<file path="config.mk">
export PLATFORM = sky130hd
export DESIGN_NAME = sprite_datapath
export DESIGN_NICKNAME = d
export VERILOG_FILES = /design/src/rtl/game_pkg.sv /design/src/rtl/box_sweeper.sv /design/src/rtl/sprite_datapath.sv
export SDC_FILE = /design/constraint.sdc
export NUM_CORES = 1
export LEC_CHECK = 0
export BUFFER_PORTS_ARGS = -buffer_cell sky130_fd_sc_hd__buf_2
export CELL_PAD_IN_SITES_DETAIL_PLACEMENT = 0
export CELL_PAD_IN_SITES_GLOBAL_PLACEMENT = 1
export CORE_MARGIN = 2
export CORE_UTILIZATION = 30
export DETAILED_ROUTE_END_ITERATION = 16
export PLACE_DENSITY_LB_ADDON = 0.15
export SYNTH_ARGS = -nofsm -noshare
export SYNTH_HDL_FRONTEND = slang
export SYNTH_SLANG_ARGS = --single-unit
</file>
<file path="constraint.sdc">
create_clock -name clk -period 8.7 [get_ports clk]
set_input_delay 1.74 -clock clk [delete_from_list [all_inputs] [get_ports clk]]
set_output_delay 1.74 -clock clk [all_outputs]
set_load 0.005 [all_outputs]
</file>
<file path="src/rtl/game_pkg.sv">
`default_nettype none
// ============================================================================
//  Module      : game_pkg
//  Description : Shared encodings for the sprite game: direction codes,
//                colour constants, datapath FSM states and a width helper.
//  Revision    : 1.0 - initial release
// ============================================================================
package game_pkg;

    // Direction request encoding from the keyboard decode
    localparam logic [1:0] DIR_UP    = 2'd0;
    localparam logic [1:0] DIR_DOWN  = 2'd1;
    localparam logic [1:0] DIR_LEFT  = 2'd2;
    localparam logic [1:0] DIR_RIGHT = 2'd3;

    // 3-bit RGB colours understood by the VGA adapter
    localparam logic [2:0] BLACK = 3'b000;
    localparam logic [2:0] RED   = 3'b100;
    localparam logic [2:0] GREEN = 3'b010;

    // Datapath sequencing states
    typedef enum logic [2:0] {
        ST_INIT  = 3'd0,
        ST_DRAW  = 3'd1,
        ST_WAIT  = 3'd2,
        ST_CHECK = 3'd3,
        ST_ERASE = 3'd4
    } state_t;

    // Counter width for a count of v items; never narrower than one bit
    function automatic int clog2_min1(input int v);
        return (v <= 1) ? 1 : $clog2(v);
    endfunction

endpackage
`default_nettype wire

</file>
<file path="src/rtl/box_sweeper.sv">
`default_nettype none
// ============================================================================
//  Module      : box_sweeper
//  Description : Plots a SPRITE_W x SPRITE_H box one pixel per cycle in
//                row-major order (x offset innermost). Origin and colour are
//                latched on start; pixel outputs are registered, so each pixel
//                appears one cycle after its offset-counter value.
//  Revision    : 1.0 - initial release
// ============================================================================
module box_sweeper
    import game_pkg::*;
#(
    parameter int              SPRITE_W    = 4,
    parameter int              SPRITE_H    = 4,
    parameter int              XW          = 8,
    parameter int              YW          = 7,
    parameter int              COLOR_BITS  = 3,
    parameter logic [COLOR_BITS-1:0] IDLE_COLOR = '0
) (
    input  logic                  clk,
    input  logic                  rst,
    input  logic                  start_i,
    input  logic [XW-1:0]         org_x_i,
    input  logic [YW-1:0]         org_y_i,
    input  logic [COLOR_BITS-1:0] color_i,
    output logic [XW-1:0]         pix_x_o,
    output logic [YW-1:0]         pix_y_o,
    output logic [COLOR_BITS-1:0] pix_color_o,
    output logic                  plot_o,
    output logic                  done_o
);

    localparam int OXW = clog2_min1(SPRITE_W);
    localparam int OYW = clog2_min1(SPRITE_H);
    localparam logic [OXW-1:0] OX_LAST = OXW'(SPRITE_W - 1);
    localparam logic [OYW-1:0] OY_LAST = OYW'(SPRITE_H - 1);

    logic                  active_q;
    logic [OXW-1:0]        ox_q;
    logic [OYW-1:0]        oy_q;
    logic [XW-1:0]         org_x_q;
    logic [YW-1:0]         org_y_q;
    logic [COLOR_BITS-1:0] color_q;
    logic [XW-1:0]         pix_x_q;
    logic [YW-1:0]         pix_y_q;
    logic [COLOR_BITS-1:0] pix_color_q;
    logic                  plot_q;
    logic                  done_q;
    logic                  last_w;

    assign last_w = active_q && (ox_q == OX_LAST) && (oy_q == OY_LAST);

    // Offset counters plus registered pixel outputs; done rides with the last plot
    always_ff @(posedge clk or posedge rst) begin
        if (rst) begin
            active_q    <= 1'b0;
            ox_q        <= '0;
            oy_q        <= '0;
            org_x_q     <= '0;
            org_y_q     <= '0;
            color_q     <= IDLE_COLOR;
            pix_x_q     <= '0;
            pix_y_q     <= '0;
            pix_color_q <= IDLE_COLOR;
            plot_q      <= 1'b0;
            done_q      <= 1'b0;
        end else begin
            plot_q <= active_q;
            done_q <= last_w;
            if (active_q) begin
                pix_x_q     <= org_x_q + XW'(ox_q);
                pix_y_q     <= org_y_q + YW'(oy_q);
                pix_color_q <= color_q;
            end
            if (start_i) begin
                active_q <= 1'b1;
                ox_q     <= '0;
                oy_q     <= '0;
                org_x_q  <= org_x_i;
                org_y_q  <= org_y_i;
                color_q  <= color_i;
            end else if (active_q) begin
                if (ox_q == OX_LAST) begin
                    ox_q <= '0;
                    if (oy_q == OY_LAST) begin
                        active_q <= 1'b0;
                    end else begin
                        oy_q <= oy_q + OYW'(1);
                    end
                end else begin
                    ox_q <= ox_q + OXW'(1);
                end
            end
        end
    end

    assign pix_x_o     = pix_x_q;
    assign pix_y_o     = pix_y_q;
    assign pix_color_o = pix_color_q;
    assign plot_o      = plot_q;
    assign done_o      = done_q;

endmodule
`default_nettype wire

</file>
<file path="src/rtl/sprite_datapath.sv">
`default_nettype none
// ============================================================================
//  Module      : sprite_datapath
//  Description : Player sprite position, direction-request latch and frame
//                timer. Each legal move erases the old box and redraws the
//                new one through box_sweeper onto the VGA pixel interface.
//  Revision    : 1.0 - initial release
// ============================================================================
module sprite_datapath
    import game_pkg::*;
#(
    parameter int SCREEN_W    = 160,
    parameter int SCREEN_H    = 120,
    parameter int XW          = 8,
    parameter int YW          = 7,
    parameter int SPRITE_W    = 4,
    parameter int SPRITE_H    = 4,
    parameter int COLOR_BITS  = 3,
    parameter logic [COLOR_BITS-1:0] FG_COLOR = 3'b100,
    parameter logic [COLOR_BITS-1:0] BG_COLOR = 3'b000,
    parameter int INIT_X      = 80,
    parameter int INIT_Y      = 100,
    parameter int TICK_CYCLES = 2**19
) (
    input  logic                  clk,
    input  logic                  reset,
    input  logic                  dir_valid,
    input  logic [1:0]            dir,
    output logic [XW-1:0]         vga_x,
    output logic [YW-1:0]         vga_y,
    output logic [COLOR_BITS-1:0] vga_color,
    output logic                  vga_plot,
    output logic [XW-1:0]         xpos,
    output logic [YW-1:0]         ypos,
    output logic                  busy,
    output logic                  tick
);

    localparam int            TW        = clog2_min1(TICK_CYCLES);
    localparam logic [TW-1:0] TICK_LAST = TW'(TICK_CYCLES - 1);
    localparam logic [XW:0]   X_LIMIT   = (XW+1)'(SCREEN_W);
    localparam logic [YW:0]   Y_LIMIT   = (YW+1)'(SCREEN_H);

    state_t         state_q, state_d;
    logic [XW-1:0]  xpos_q, xpos_d;
    logic [YW-1:0]  ypos_q, ypos_d;
    logic [TW-1:0]  timer_q, timer_d;
    logic           tick_q, tick_d;
    logic           pend_valid_q, pend_valid_d;
    logic [1:0]     pend_dir_q, pend_dir_d;
    logic [1:0]     move_dir_q, move_dir_d;

    logic                  sweep_start;
    logic [COLOR_BITS-1:0] sweep_color;
    logic                  sweep_done;
    logic                  legal;
    logic [XW:0]           x_right_edge;
    logic [YW:0]           y_bottom_edge;

    // Edge sums one bit wider so a sprite touching the border cannot wrap
    assign x_right_edge  = {1'b0, xpos_q} + (XW+1)'(SPRITE_W);
    assign y_bottom_edge = {1'b0, ypos_q} + (YW+1)'(SPRITE_H);

    // Whether the pending direction keeps the whole box on screen
    always_comb begin
        legal = 1'b0;
        case (pend_dir_q)
            DIR_UP:    legal = (ypos_q != '0);
            DIR_DOWN:  legal = (y_bottom_edge < Y_LIMIT);
            DIR_LEFT:  legal = (xpos_q != '0);
            default:   legal = (x_right_edge < X_LIMIT);
        endcase
    end

    // State, position, timer and request registers
    always_ff @(posedge clk or posedge reset) begin
        if (reset) begin
            state_q      <= ST_INIT;
            xpos_q       <= XW'(INIT_X);
            ypos_q       <= YW'(INIT_Y);
            timer_q      <= '0;
            tick_q       <= 1'b0;
            pend_valid_q <= 1'b0;
            pend_dir_q   <= DIR_UP;
            move_dir_q   <= DIR_UP;
        end else begin
            state_q      <= state_d;
            xpos_q       <= xpos_d;
            ypos_q       <= ypos_d;
            timer_q      <= timer_d;
            tick_q       <= tick_d;
            pend_valid_q <= pend_valid_d;
            pend_dir_q   <= pend_dir_d;
            move_dir_q   <= move_dir_d;
        end
    end

    // Next-state logic; a new request is applied after CHECK consumes the old one
    always_comb begin
        state_d      = state_q;
        xpos_d       = xpos_q;
        ypos_d       = ypos_q;
        timer_d      = timer_q;
        tick_d       = 1'b0;
        pend_valid_d = pend_valid_q;
        pend_dir_d   = pend_dir_q;
        move_dir_d   = move_dir_q;
        sweep_start  = 1'b0;
        sweep_color  = FG_COLOR;

        case (state_q)
            ST_INIT: begin
                sweep_start = 1'b1;
                state_d     = ST_DRAW;
            end
            ST_DRAW: begin
                if (sweep_done) begin
                    timer_d = '0;
                    state_d = ST_WAIT;
                end
            end
            ST_WAIT: begin
                if (timer_q == TICK_LAST) begin
                    tick_d  = 1'b1;
                    timer_d = '0;
                    state_d = ST_CHECK;
                end else begin
                    timer_d = timer_q + TW'(1);
                end
            end
            ST_CHECK: begin
                state_d = ST_WAIT;
                if (pend_valid_q) begin
                    pend_valid_d = 1'b0;
                    if (legal) begin
                        move_dir_d  = pend_dir_q;
                        sweep_start = 1'b1;
                        sweep_color = BG_COLOR;
                        state_d     = ST_ERASE;
                    end
                end
            end
            ST_ERASE: begin
                if (sweep_done) begin
                    case (move_dir_q)
                        DIR_UP:   ypos_d = ypos_q - YW'(1);
                        DIR_DOWN: ypos_d = ypos_q + YW'(1);
                        DIR_LEFT: xpos_d = xpos_q - XW'(1);
                        default:  xpos_d = xpos_q + XW'(1);
                    endcase
                    sweep_start = 1'b1;
                    state_d     = ST_DRAW;
                end
            end
            default: begin
                state_d = ST_INIT;
            end
        endcase

        if (dir_valid) begin
            pend_valid_d = 1'b1;
            pend_dir_d   = dir;
        end
    end

    // Origin is the next-state position so the redraw after ERASE uses the moved box
    box_sweeper #(
        .SPRITE_W   (SPRITE_W),
        .SPRITE_H   (SPRITE_H),
        .XW         (XW),
        .YW         (YW),
        .COLOR_BITS (COLOR_BITS),
        .IDLE_COLOR (BG_COLOR)
    ) u_sweeper (
        .clk         (clk),
        .rst         (reset),
        .start_i     (sweep_start),
        .org_x_i     (xpos_d),
        .org_y_i     (ypos_d),
        .color_i     (sweep_color),
        .pix_x_o     (vga_x),
        .pix_y_o     (vga_y),
        .pix_color_o (vga_color),
        .plot_o      (vga_plot),
        .done_o      (sweep_done)
    );

    assign busy = vga_plot;
    assign tick = tick_q;
    assign xpos = xpos_q;
    assign ypos = ypos_q;

endmodule
`default_nettype wire

</file>
* After elaboration in Yosys (flattened, before gate mapping)
Cells that the tools add are included.
Operators by class: add/subtract/negate cells 11, order comparisons 2, eq/ne operators 15, multiplexer cells 38, reduce and logical (&&, ||, !) cells 16
Operator list (number):
- $mux 19 | 2
- $pmux 19 s2 | 1
- $mux 3 | 8
- $add 19x1->19 const B | 1
- $eq 19x19->1 const B | 1
- $mux 8 | 2
- $pmux 8 s2 | 1
- $pmux 3 s5 | 1
- $mux 2 | 7
- $mux 7 | 2
- $pmux 7 s2 | 1
- $mux 1 | 11
- $add 8x3->9 const B | 1
- $lt 9x8->1 const B | 1
- $reduce_and 3->1 | 3
- $add 7x3->8 const B | 1
- $add 8x1->8 const B | 1
- $add 8x2->8 | 1
- $eq 2x2->1 const B | 4
- $lt 8x7->1 const B | 1
- $reduce_bool 2->1 | 4
- $reduce_bool 8->1 | 1
- $sub 8x1->8 const B | 1
- $add 7x1->7 const B | 1
- 16 further kinds | 24
Word-level totals: bits in registers 86, input port bits 5, output and inout port bits 36, logic and storage cells 101

* Depth between registers and ports, before layout
word-level depth 8, mapped depth 10, mapped depth without buffers 9

* Cells and area by module
From an unflattened synthesis, not the netlist that was laid out.
Second synthesis, totals: cell total of the unflattened synthesis 459, area total of the unflattened synthesis 4680.7 um^2
By module, submodules not included:
- sprite_datapath | instances 1, cells an instance 305, area each 2805.2 um^2, seq. area each 1082.3 um^2
- box_sweeper | instances 1, cells an instance 154, area each 1875.5 um^2, seq. area each 1076.0 um^2

* Worst setup path before layout
OpenSTA, ideal clock, no wires.
path type register to register, start register move_dir_q[0], end register u_sweeper.org_x_q[7], setup time 65 ps, data arrival time 2694 ps, data required time 8635 ps, slack 5941 ps, cell stages (with the launch flop) 10, path buffers 0, period minus slack after synthesis 2759 ps, cells stage by stage dfrtp_1 > nand2b_1 > inv_1 > ha_1 > a211oi_1 > o21ai_0 > and4b_1 > or4b_2 > o41ai_1 > mux2_4
On the way: word-level cells in the longest chain between the ends 5, elaborated cells on any way between the ends 7
Ends and longest elaborated chain:
- from (decl) | RTL line sprite_datapath.sv:51 | logic [1:0] move_dir_q, move_dir_d;
- from (signal assigned) | RTL line sprite_datapath.sv:94 | move_dir_q <= move_dir_d;
- $eq 2x1->1 / $logic_not 2->1 (equally long branches) | RTL line sprite_datapath.sv:145 | case (move_dir_q)
- $reduce_or 2->1 (no source line)
- $pmux 8 s2 (*) | RTL line sprite_datapath.sv:145
- $mux 8 (*) | RTL line sprite_datapath.sv:144 | if (sweep_done) begin
- $mux 8 (*) | RTL line sprite_datapath.sv:111 | case (state_q)
- via u_sweeper.org_x_i[7] | RTL line box_sweeper.sv:23 | input logic [XW-1:0] org_x_i,
- to (signal assigned) | RTL line box_sweeper.sv:79 | org_x_q <= org_x_i;
- to (decl) | RTL line box_sweeper.sv:41 | logic [XW-1:0] org_x_q;
Mark *: on every way through the listed nets, which the timed path passes. The rest lies on a longest branch. A chain may end at the register's enable or synchronous reset.

* Worst setup path after layout
Ends and elaborated chain as after synthesis.

==> out/results.ini <==
[finish]
drive_gt1_share_pct=17.9
num_antenna_cells=0
final_util_pct=34.9
nNetsFinal=521
num-fill-cells=1521
areaGrowthSynthToFinish_pct=15.2

[power]
cellLeakagePower_uw=0.00241
clockPowerShare_pct=52.7
finalPower_uw=842
worst_ir_drop_vdd_uv=106
comb_power_share_pct=1.7
switchingPower_uw=168
pwr_density_cell_mw_per_mm2=160
power.internal_uw=674
p_seq_share_pct=45.6
p_sw_share_pct=20.0

[logic_synthesis]
synth_edf_count=0
synthCells=457
ys_seq_area_share_pct=45.1
synth_compound_area_share_pct=13.0
synth_top_family_by_area=simple AND/OR/NAND/NOR gates
ys_warn_count=0
postSynth.asyncResetShare_pct=100
synth-simple-area-share_pct=18.2
synthAdderAreaFrac_pct=7.24
syn_area_per_cell_um2=9.98
synth_xor_area_share_pct=4.42
ys_ff_latch=82
yosys_most_used_dff=dfrtp_1
synth_cell_types=58
synthMuxAreaShare_pct=8.18
synthesis.area_mm2=0.00456

[timing]
timing.max_slew.rel_slack_pct=28.3
skew_ns=0.00689
hold_violations=0
slew_viol_final=0
min_period_over_period_pct=36.5
rsz0062_at_grt=no
setup_violations=0
hold_slack_ns=0.505
fin_crit_ns=3.17
worstMarginPinSlew_ns=1.08
fmax_mhz=315
setup_tns_ns=0

[run_status]
status=complete, no violations

[grt]
track_usage_pct=13.8
grt_pass1_vias=3342
grt_max_degree=46
overflow=0
grt_first_pass_wirelength_um=17800
antenna_found_initial=0

[setup_path]
worst_setup_path_start_kind=flip-flop
worstReg2RegStart=move_dir_q[0]
crit_type=reg -> reg
cp-end-kind=flip-flop
r2r-end=u_sweeper.org_x_q[7]
crit_required_ns=8.98
r2r_cells=9
critPathArrivalTime_ns=3.45
rrSetupSlack_ns=5.53
cp_max_fo=9

[clocking]
htreeDepth=3
cts_tree=yes
numCtsBuffers=9
insertion_delay_ns=0.34
postCtsResizedCells=0
cts.clk_slew.worst_paths_ns=0.06
postCtsSetupBuffers=0
hold_buffers=0
clockBufferDepth=2
root_buffer=clkbuf_16
cts.sinks=82

[routing]
viasPerCell=5.00
dr_total_vias=3426
wl_um=10600
wire_per_inst_um=15.5
antenna_left=0
drt_iter0_drc=185
drt_first_pass_iters=4
drc_errors=0

[floorplan]
num_io_pins=41
die_h_um=127
die_area_mm2=0.0162
die_w_um=127
rows=45
start_util_pct=30.3
core_mm2=0.0150

[min_path]
hold_path_depth=1
hold_class=reg -> reg
worstHoldStart=u_sweeper.pix_color_o[2]
hold_path_end=u_sweeper.pix_color_o[2]

[place]
portBuffers=38
place_congestion=0.798
hpwl_um=7470

[job]
max_cap_violations=0

-- Yosys cell counts (2+ instances only) --
cell type / n / area share [%]
a22o_1: 3 / 0.58
fa_1: 4 / 1.8
or4b_2: 2 / 0.44
clkbuf_1: 9 / 0.74
nand3_1: 10 / 1.1
nand2b_1: 6 / 0.82
inv_1: 20 / 1.6
xnor2_1: 11 / 2.1
o21ai_0: 31 / 3.4
mux2_4: 9 / 3.0
o31ai_1: 5 / 0.82
dfrtp_1: 77 / 42
ha_1: 20 / 5.5
a31oi_1: 8 / 1.1
nor2_1: 37 / 3.0
a21oi_1: 25 / 2.7
or4_1: 3 / 0.49
dfstp_2: 5 / 2.9
a211oi_1: 4 / 0.66
buf_4: 3 / 0.49
nor3b_1: 3 / 0.49
nor3_1: 11 / 1.2
a41oi_1: 2 / 0.38
and3_1: 9 / 1.2
xor2_1: 12 / 2.3
nand2_1: 52 / 4.3
nand4_1: 7 / 0.96
and2_1: 2 / 0.27
nor2b_1: 8 / 1.1
mux2_2: 14 / 3.5
a21o_1: 7 / 1.2
nand3b_1: 4 / 0.66
and4_1: 2 / 0.38
mux2i_1: 8 / 1.8
-- state kept, by name, summed over array words and instances, names as in the netlist, 2 cells and up --
name               count
timer_q               19
u_sweeper.org_x_q      8
u_sweeper.pix_x_o      8
xpos                   8
u_sweeper.org_y_q      7
u_sweeper.pix_y_o      7
ypos                   7
state_q                3
move_dir_q             2
pend_dir_q             2
u_sweeper.ox_q         2
u_sweeper.oy_q         2
-- how the worst max path moves through the flow --
stage / start / depth (start not counted) / slack (ns) / endpoint
6_report: move_dir_q[0] / 9 / 5.53 / u_sweeper.org_x_q[7]
5_1_grt: move_dir_q[0] / 9 / 5.29 / u_sweeper.org_x_q[7]
4_1_cts: move_dir_q[0] / 9 / 5.56 / u_sweeper.org_x_q[7]
3_5_place_dp: move_dir_q[0] / 9 / 5.58 / u_sweeper.org_x_q[7]
3_3_place_gp: reset / 3 / 5.73 / pend_dir_q[1]
2_1_floorplan: reset / 1 / 4.86 / move_dir_q[0]
-- layout by cell type (no fill, tap or decap), types with 7 or more instances in the layout --
master	count
a21o_1	7
a21oi_1	25
a31oi_1	8
and3_1	9
buf_2	38
clkbuf_16	9
dfrtp_1	77
ha_1	20
inv_1	19
mux2_2	14
mux2_4	9
mux2i_1	8
nand2_1	52
nand3_1	10
nand4_1	7
nor2_1	37
nor2b_1	8
nor3_1	11
o21ai_0	31
xnor2_1	11
xor2_1	12
-- per-layer routing --
metal	track usage, %	part of all wire, %	routed length (µm)	up-vias
met3	3.18	2.9	305	13
met1	18.8	49	5260	1668
met2	22.1	46	4910	49
met4	4.07	1.5	159	0
met5	0	0	0	-
li1	-	-	-	1696
-- per-stage QoR --
step	std cells	area (µm²)	worst slack (ns)
after floorplan	458	4560	4.86
after global placement	669	4910	5.73
after detailed placement	669	4910	5.58
after CTS	685	5250	5.56
after global routing	685	5250	5.29
final	685	5250	5.53
-- area by class of cell --
cell class / instances / area, µm² / share of cell area, %
Multi-Input combinational cell: 340 / 2340 / 44.5
Inverter: 20 / 76.3 / 1.45
Clock inverter: 5 / 103 / 1.95
Clock buffer: 11 / 243 / 4.62
Sequential cell: 82 / 2060 / 39.2
Tap cell: 188 / 235 / 4.48
Timing Repair Buffer: 39 / 198 / 3.76
-- worst max-delay path, stage by stage, from the launching register on --
cell      delay, ns
dfrtp_1        0.46
nand2b_1       0.27
inv_1          0.25
ha_1           0.30
a211oi_1       0.40
o21ai_0        0.23
and4b_1        0.21
or4b_2         0.67
o41ai_1        0.11
mux2_4         0.22
-- cell families (layout without fill, tap and decap cells) --
group / after synthesis / count (layout)
buffers and inverters: 36 / 75
AND/OR/NAND/NOR: 164 / 164
other: 1 / 2
XOR/XNOR: 23 / 23
multiplexers: 31 / 31
flip-flops: 82 / 82
AO/OA/AOI/OAI: 96 / 96
adder cells (fa/ha/maj): 24 / 24
-- power by group through the flow --
stage               Combinational (µW)  Clock (µW)  Sequential [µW]
floorplan                         10.3           0              390
global placement                  14.6           0              391
detailed placement                15.0           0              391
CTS                               15.0         459              384
global route                      16.9         474              384
finish                            14.0         444              384
No activity file was read; power rests on OpenSTA's default activity.
